==> src/rtl/sa_ram_rd_stream_32x256.sv <==
// Burst read engine for the 32x256 SA buffer RAM: issues one read per word,
// absorbs the one-cycle RAM read latency and streams words out through a 2-entry skid FIFO.
module sa_ram_rd_stream_32x256 #(
    parameter int AW   = 5,
    parameter int DW   = 256,
    parameter int SKID = 2
) (
    input  logic          clk,
    input  logic          rstn,
    input  logic          cmd_valid,
    output logic          cmd_ready,
    input  logic [AW-1:0] cmd_addr,
    input  logic [AW-1:0] cmd_len,
    output logic [AW-1:0] ram_ra,
    output logic          ram_re,
    input  logic [DW-1:0] ram_dout,
    output logic          out_pvld,
    input  logic          out_prdy,
    output logic [DW-1:0] out_pd,
    output logic          out_last,
    output logic          done
);

    typedef enum logic [1:0] {IDLE, RUN, DRAIN} state_t;

    state_t        state, state_nxt;
    logic [AW-1:0] cur_addr, remaining, ra_q;
    logic          inflight, inflight_last;
    logic [DW:0]   fifo_mem [SKID];
    logic          wr_ptr, rd_ptr;
    logic [1:0]    fifo_cnt;
    logic [2:0]    occ;
    logic [DW:0]   head;
    logic          pop, push, issue, accept;

    assign pop    = out_pvld & out_prdy;
    assign push   = inflight;
    assign accept = cmd_valid & cmd_ready;

    // Credit: words buffered plus in flight, net of this cycle's pop, must leave room
    assign occ    = {1'b0, fifo_cnt} + {2'b00, inflight} - {2'b00, pop};
    assign issue  = (state == RUN) && (occ < 3'd2);

    assign cmd_ready = (state == IDLE);
    assign ram_re    = issue;
    assign ram_ra    = issue ? cur_addr : ra_q;

    assign head     = fifo_mem[rd_ptr];
    assign out_pvld = (fifo_cnt != 2'd0);
    assign out_pd   = head[DW-1:0];
    assign out_last = out_pvld & head[DW];

    always_comb begin
        state_nxt = state;
        case (state)
            IDLE:    if (accept) state_nxt = RUN;
            RUN:     if (issue && remaining == '0) state_nxt = DRAIN;
            DRAIN:   if (pop && out_last && !inflight && fifo_cnt == 2'd1) state_nxt = IDLE;
            default: state_nxt = IDLE;
        endcase
    end

    always_ff @(posedge clk or negedge rstn) begin
        if (!rstn) begin
            state         <= IDLE;
            cur_addr      <= '0;
            remaining     <= '0;
            ra_q          <= '0;
            inflight      <= 1'b0;
            inflight_last <= 1'b0;
            done          <= 1'b0;
        end else begin
            state         <= state_nxt;
            inflight      <= issue;
            inflight_last <= issue && (remaining == '0);
            done          <= pop & out_last;
            if (issue) ra_q <= cur_addr;
            if (accept) begin
                cur_addr  <= cmd_addr;
                remaining <= cmd_len;
            end else if (issue) begin
                cur_addr  <= cur_addr + 1'b1;
                remaining <= remaining - 1'b1;
            end
        end
    end

    always_ff @(posedge clk or negedge rstn) begin
        if (!rstn) begin
            for (int i = 0; i < SKID; i++) fifo_mem[i] <= '0;
            wr_ptr   <= 1'b0;
            rd_ptr   <= 1'b0;
            fifo_cnt <= 2'd0;
        end else begin
            if (push) begin
                fifo_mem[wr_ptr] <= {inflight_last, ram_dout};
                wr_ptr           <= ~wr_ptr;
            end
            if (pop) rd_ptr <= ~rd_ptr;
            case ({push, pop})
                2'b10:   fifo_cnt <= fifo_cnt + 2'd1;
                2'b01:   fifo_cnt <= fifo_cnt - 2'd1;
                default: fifo_cnt <= fifo_cnt;
            endcase
        end
    end

    overflow_chk: assert property (@(posedge clk) disable iff (!rstn)
        !(push && fifo_cnt == 2'd2 && !pop));

endmodule

==> config.mk <==
export PLATFORM = sky130hd
export DESIGN_NAME = sa_ram_rd_stream_32x256
export DESIGN_NICKNAME = d
export VERILOG_FILES = /design/src/rtl/sa_ram_rd_stream_32x256.sv
export SDC_FILE = /design/constraint.sdc
export NUM_CORES = 1
export LEC_CHECK = 0
export BUFFER_PORTS_ARGS = -buffer_cell sky130_fd_sc_hd__buf_4
export CORE_UTILIZATION = 45
export DETAILED_ROUTE_END_ITERATION = 8
export PLACE_DENSITY = 0.68
export SYNTH_ARGS = -nofsm -noshare
export SYNTH_HDL_FRONTEND = slang
export SYNTH_SLANG_ARGS = --single-unit
==> constraint.sdc <==
create_clock -name clk -period 4.5 [get_ports clk]
set_input_delay 0.9 -clock clk [delete_from_list [all_inputs] [get_ports clk]]
set_output_delay 0.9 -clock clk [all_outputs]
set_load 0.005 [all_outputs]
==> out/metrics.yaml <==
run_status: "complete, no violations"
hpwl_um: 40400
routed_via_density: 5.16
critPathMostFrequentCell: "nand2_1"
cts_sinks: 538
synth_fp_nets: 1772
antenna_found_initial: 8
worst_slack_ps: 234
drv_cap: 0
peakVddDrop_mv: 0.464
synth_top_family_by_area: "multiplexers"
layout.nets: 2300
post-cts-setup-buffers: 0
fin_tns_setup_ps: 0
power_density_nw_per_um2: 825
synth-edff-count: 0
syn_area_per_cell_um2: 16.3
num-fill-cells: 4233
io_pins: 536
sw_frac_of_total_pct: 30.0
synthDistinctLibCells: 33
rsz0062_at_grt: "false"
timing.fmax_mhz: 234
relSlewSlack_pct: 39.9
p_sw_w: 0.00764
cts_root_buffer: "clkbuf_16"
wl_um: 59200
critical_path_buf_inv_count: 3
synth-compound-area-share_pct: 0.328
end_kind: "primary output"
synth.top_cells.by_area: "dfrtp_1 (55%), mux2_2 (25%), mux2_4 (14%)"
path_class: "flip-flop to primary output"
clockPowerShare_pct: 19.6
p_leak_nw: 14.2
cts_tree: "done"
num_rows: 84
power.internal_w: 0.0179
power_frac_comb_pct: 46.3
ant_nets: 0
placedCellCount: 2652
numCtsBuffers: 58
crit_path_start_kind: "flip-flop"
portBuffers: 535
globalplace.congestion: 0.818
cp_slowest_cell: "fa_1"
clockBufferDepth: 3
r2r-start: "fifo_cnt[1]"
vias: 14300
core_um2: 53100
muxShareOfSynthArea_pct: 39.2
die_x_um: 235
synth_top_cell_by_area: "dfrtp_1"
grt_use_total_pct: 21.4
grt_max_degree: 125
syn_inst: 1496
worst_pin_slew_ps: 902
seqPwrFrac_pct: 34.1
drive_above_1_share_pct: 69.0
start_util_pct: 45.9
hold_class: "primary input to asynchronous set/reset pin"
timing.final.max_slew_violations: 0
cp.arrival_ps: 3370
crit_chain: "inv_1 -> ha_1 -> nand2b_2 -> xnor2_1 -> nand2b_1 -> fa_1 -> and3b_1 -> nand2_4 -> inv_6 -> nand2_1 -> nand2_1 -> buf_4"
synth_ff_type: "dfrtp_1"
die_area_um2: 55100
grt_pass1_wl_um: 93000
async_flop_share_pct: 100
reg2reg_slack_ps: 1530
pre_cts_ws_ps: 578
die_y_um: 235
post_drt_wl_per_cell_um: 21.4
setup_viol: 0
path_max_fanout: 11
ys_warn_count: 0
yosys.area_share.simple_pct: 1.06
dpl_cell_area_um2: 28800
synth-xor-area-share_pct: 0.534
grt-ovfl-total: 0
ys_seq_area_share_pct: 55.2
dr.pass1.iters: 4
htree_num_levels: 2
design_area_um2: 30900
synth-adder-area-share_pct: 0.339
grt_pass1_vias: 15700
syn_area_um2: 24400
critPathTopFamily: "simple AND/OR/NAND/NOR gates"
areaGrowthSynthToFinish_pct: 26.6
ys_ff_latch: 538
holdWs_ps: 371
skew_ps: 13.9
drc: 0
clk_pin_slew_ps: 60
final_hold_viol_count: 0
r2r_end: "state[0]"
drtIter0Drc: 519
fin_crit_sh_pct: 94.8
fin_crit_ps: 4270
yosys.area.top_type_share_pct: 55.2
critPathMaxStageDelay_ps: 570
final_cells: 2766
reg2reg_depth: 10
required_ps: 3600
clk_latency_ps: 590
-- flip-flops by register name (all words and copies together), names as in the netlist --
register / flops
fifo_mem: 514
cur_addr: 5
ra_q: 5
remaining: 5
fifo_cnt: 2
state: 2
done: 1
inflight: 1
inflight_last: 1
rd_ptr: 1
wr_ptr: 1
-- power by group through the flow --
stage | registers [W] | logic, W | clock network (W)
after floorplan | 0.00820 | 0.00756 | 0
after global placement | 0.00855 | 0.0117 | 0
after detailed placement | 0.00874 | 0.0119 | 0
after CTS | 0.00869 | 0.0119 | 0.00513
after global routing | 0.00900 | 0.0126 | 0.00533
final | 0.00868 | 0.0118 | 0.00499
-- routing by layer --
metal  routed length, µm  vias to the layer above  GRT usage, %
met1               24600                     7387          26.9
li1                    -                     6393             -
met5                  31                        -             0
met2               28700                      381          35.1
met3                3980                      111          6.27
met4                1920                        4          7.56
-- cell families (layout without fill, tap and decap cells) --
logic type | after synthesis | count (layout)
xor gates and xnor gates | 14 | 14
adders and majority gates | 6 | 6
buffers and inverters | 97 | 673
and+or+nand+nor | 53 | 53
muxes | 773 | 773
other | 0 | 6
AOI/OAI and AO/OA | 15 | 15
DFF | 538 | 538
-- placed cells by master (no fill, tap or decap), types with 2 or more instances in the layout --
cell / synthesis / final
clkbuf_16: 0 / 61
bufinv_16: 0 / 6
dfrtp_1: 538 / 536
nor3_1: 3 / 3
nand2_4: 0 / 2
nor2_1: 14 / 14
mux2_2: 542 / 542
clkinv_2: 0 / 7
nand4_1: 3 / 3
buf_4: 2 / 545
inv_1: 6 / 6
mux2_4: 230 / 230
nand2_1: 22 / 21
o21ai_0: 3 / 3
a21oi_1: 10 / 10
buf_12: 0 / 12
diode_2: 0 / 6
nand2b_1: 3 / 2
clkbuf_8: 0 / 15
xnor2_1: 9 / 9
ha_1: 5 / 5
xor2_1: 4 / 4
and3_1: 2 / 2
clkbuf_1: 1 / 18
-- cell type report --
class                           instances  area, µm²  share of cell area (%)
Sequential cell                       538      13500                    43.6
Multi-Input combinational cell        861      10100                    32.8
Timing Repair Buffer                  558       4350                    14.1
Clock buffer                           94       1800                    5.83
Tap cell                              688        861                    2.79
Clock inverter                         14        223                   0.721
Inverter                                7       31.3                   0.101
Antenna cell                            6       15.0                  0.0486
-- cell usage after synthesis, types with 4 or more instances --
cell type  count
a21oi_1       10
buf_2         35
buf_6         50
dfrtp_1      538
ha_1           5
inv_1          6
mux2_2       542
mux2_4       230
nand2_1       22
nor2_1        14
xnor2_1        9
xor2_1         4
-- metrics by stage --
step	utilization (%)	total power (W)
2_1_floorplan	-	0.0158
3_3_place_gp	54.3	0.0202
3_5_place_dp	54.3	0.0206
4_1_cts	58.1	0.0258
5_1_grt	58.2	0.0269
6_report	58.2	0.0255
-- worst max-delay path by stage --
stage                           start        end  slack (ps)  cells after the start
final                     fifo_cnt[1]  ram_ra[2]         230                     12
after global routing      fifo_cnt[1]  ram_ra[2]          10                     12
after CTS                 fifo_cnt[1]  ram_ra[2]          20                     12
after detailed placement     out_prdy  ram_ra[2]         580                     11
after global placement       out_prdy  ram_ra[2]         710                     11
after floorplan              out_prdy  ram_ra[0]        1000                     10
-- worst register-to-register path, delay by kind of cell (launching register included) --
family | cells | cell delay [ps]
buffers and inverters | 1 | 90
AOI/OAI and AO/OA | 1 | 130
and+or+nand+nor | 5 | 1190
DFF | 1 | 430
xor gates and xnor gates | 1 | 190
adders and majority gates | 2 | 790
-- what timing repair did --
item	in CTS	in global routing
hold buffers	0	0
resized for setup	0	4
setup endpoints to repair	0	5
(Power assumes the default switching activity.)
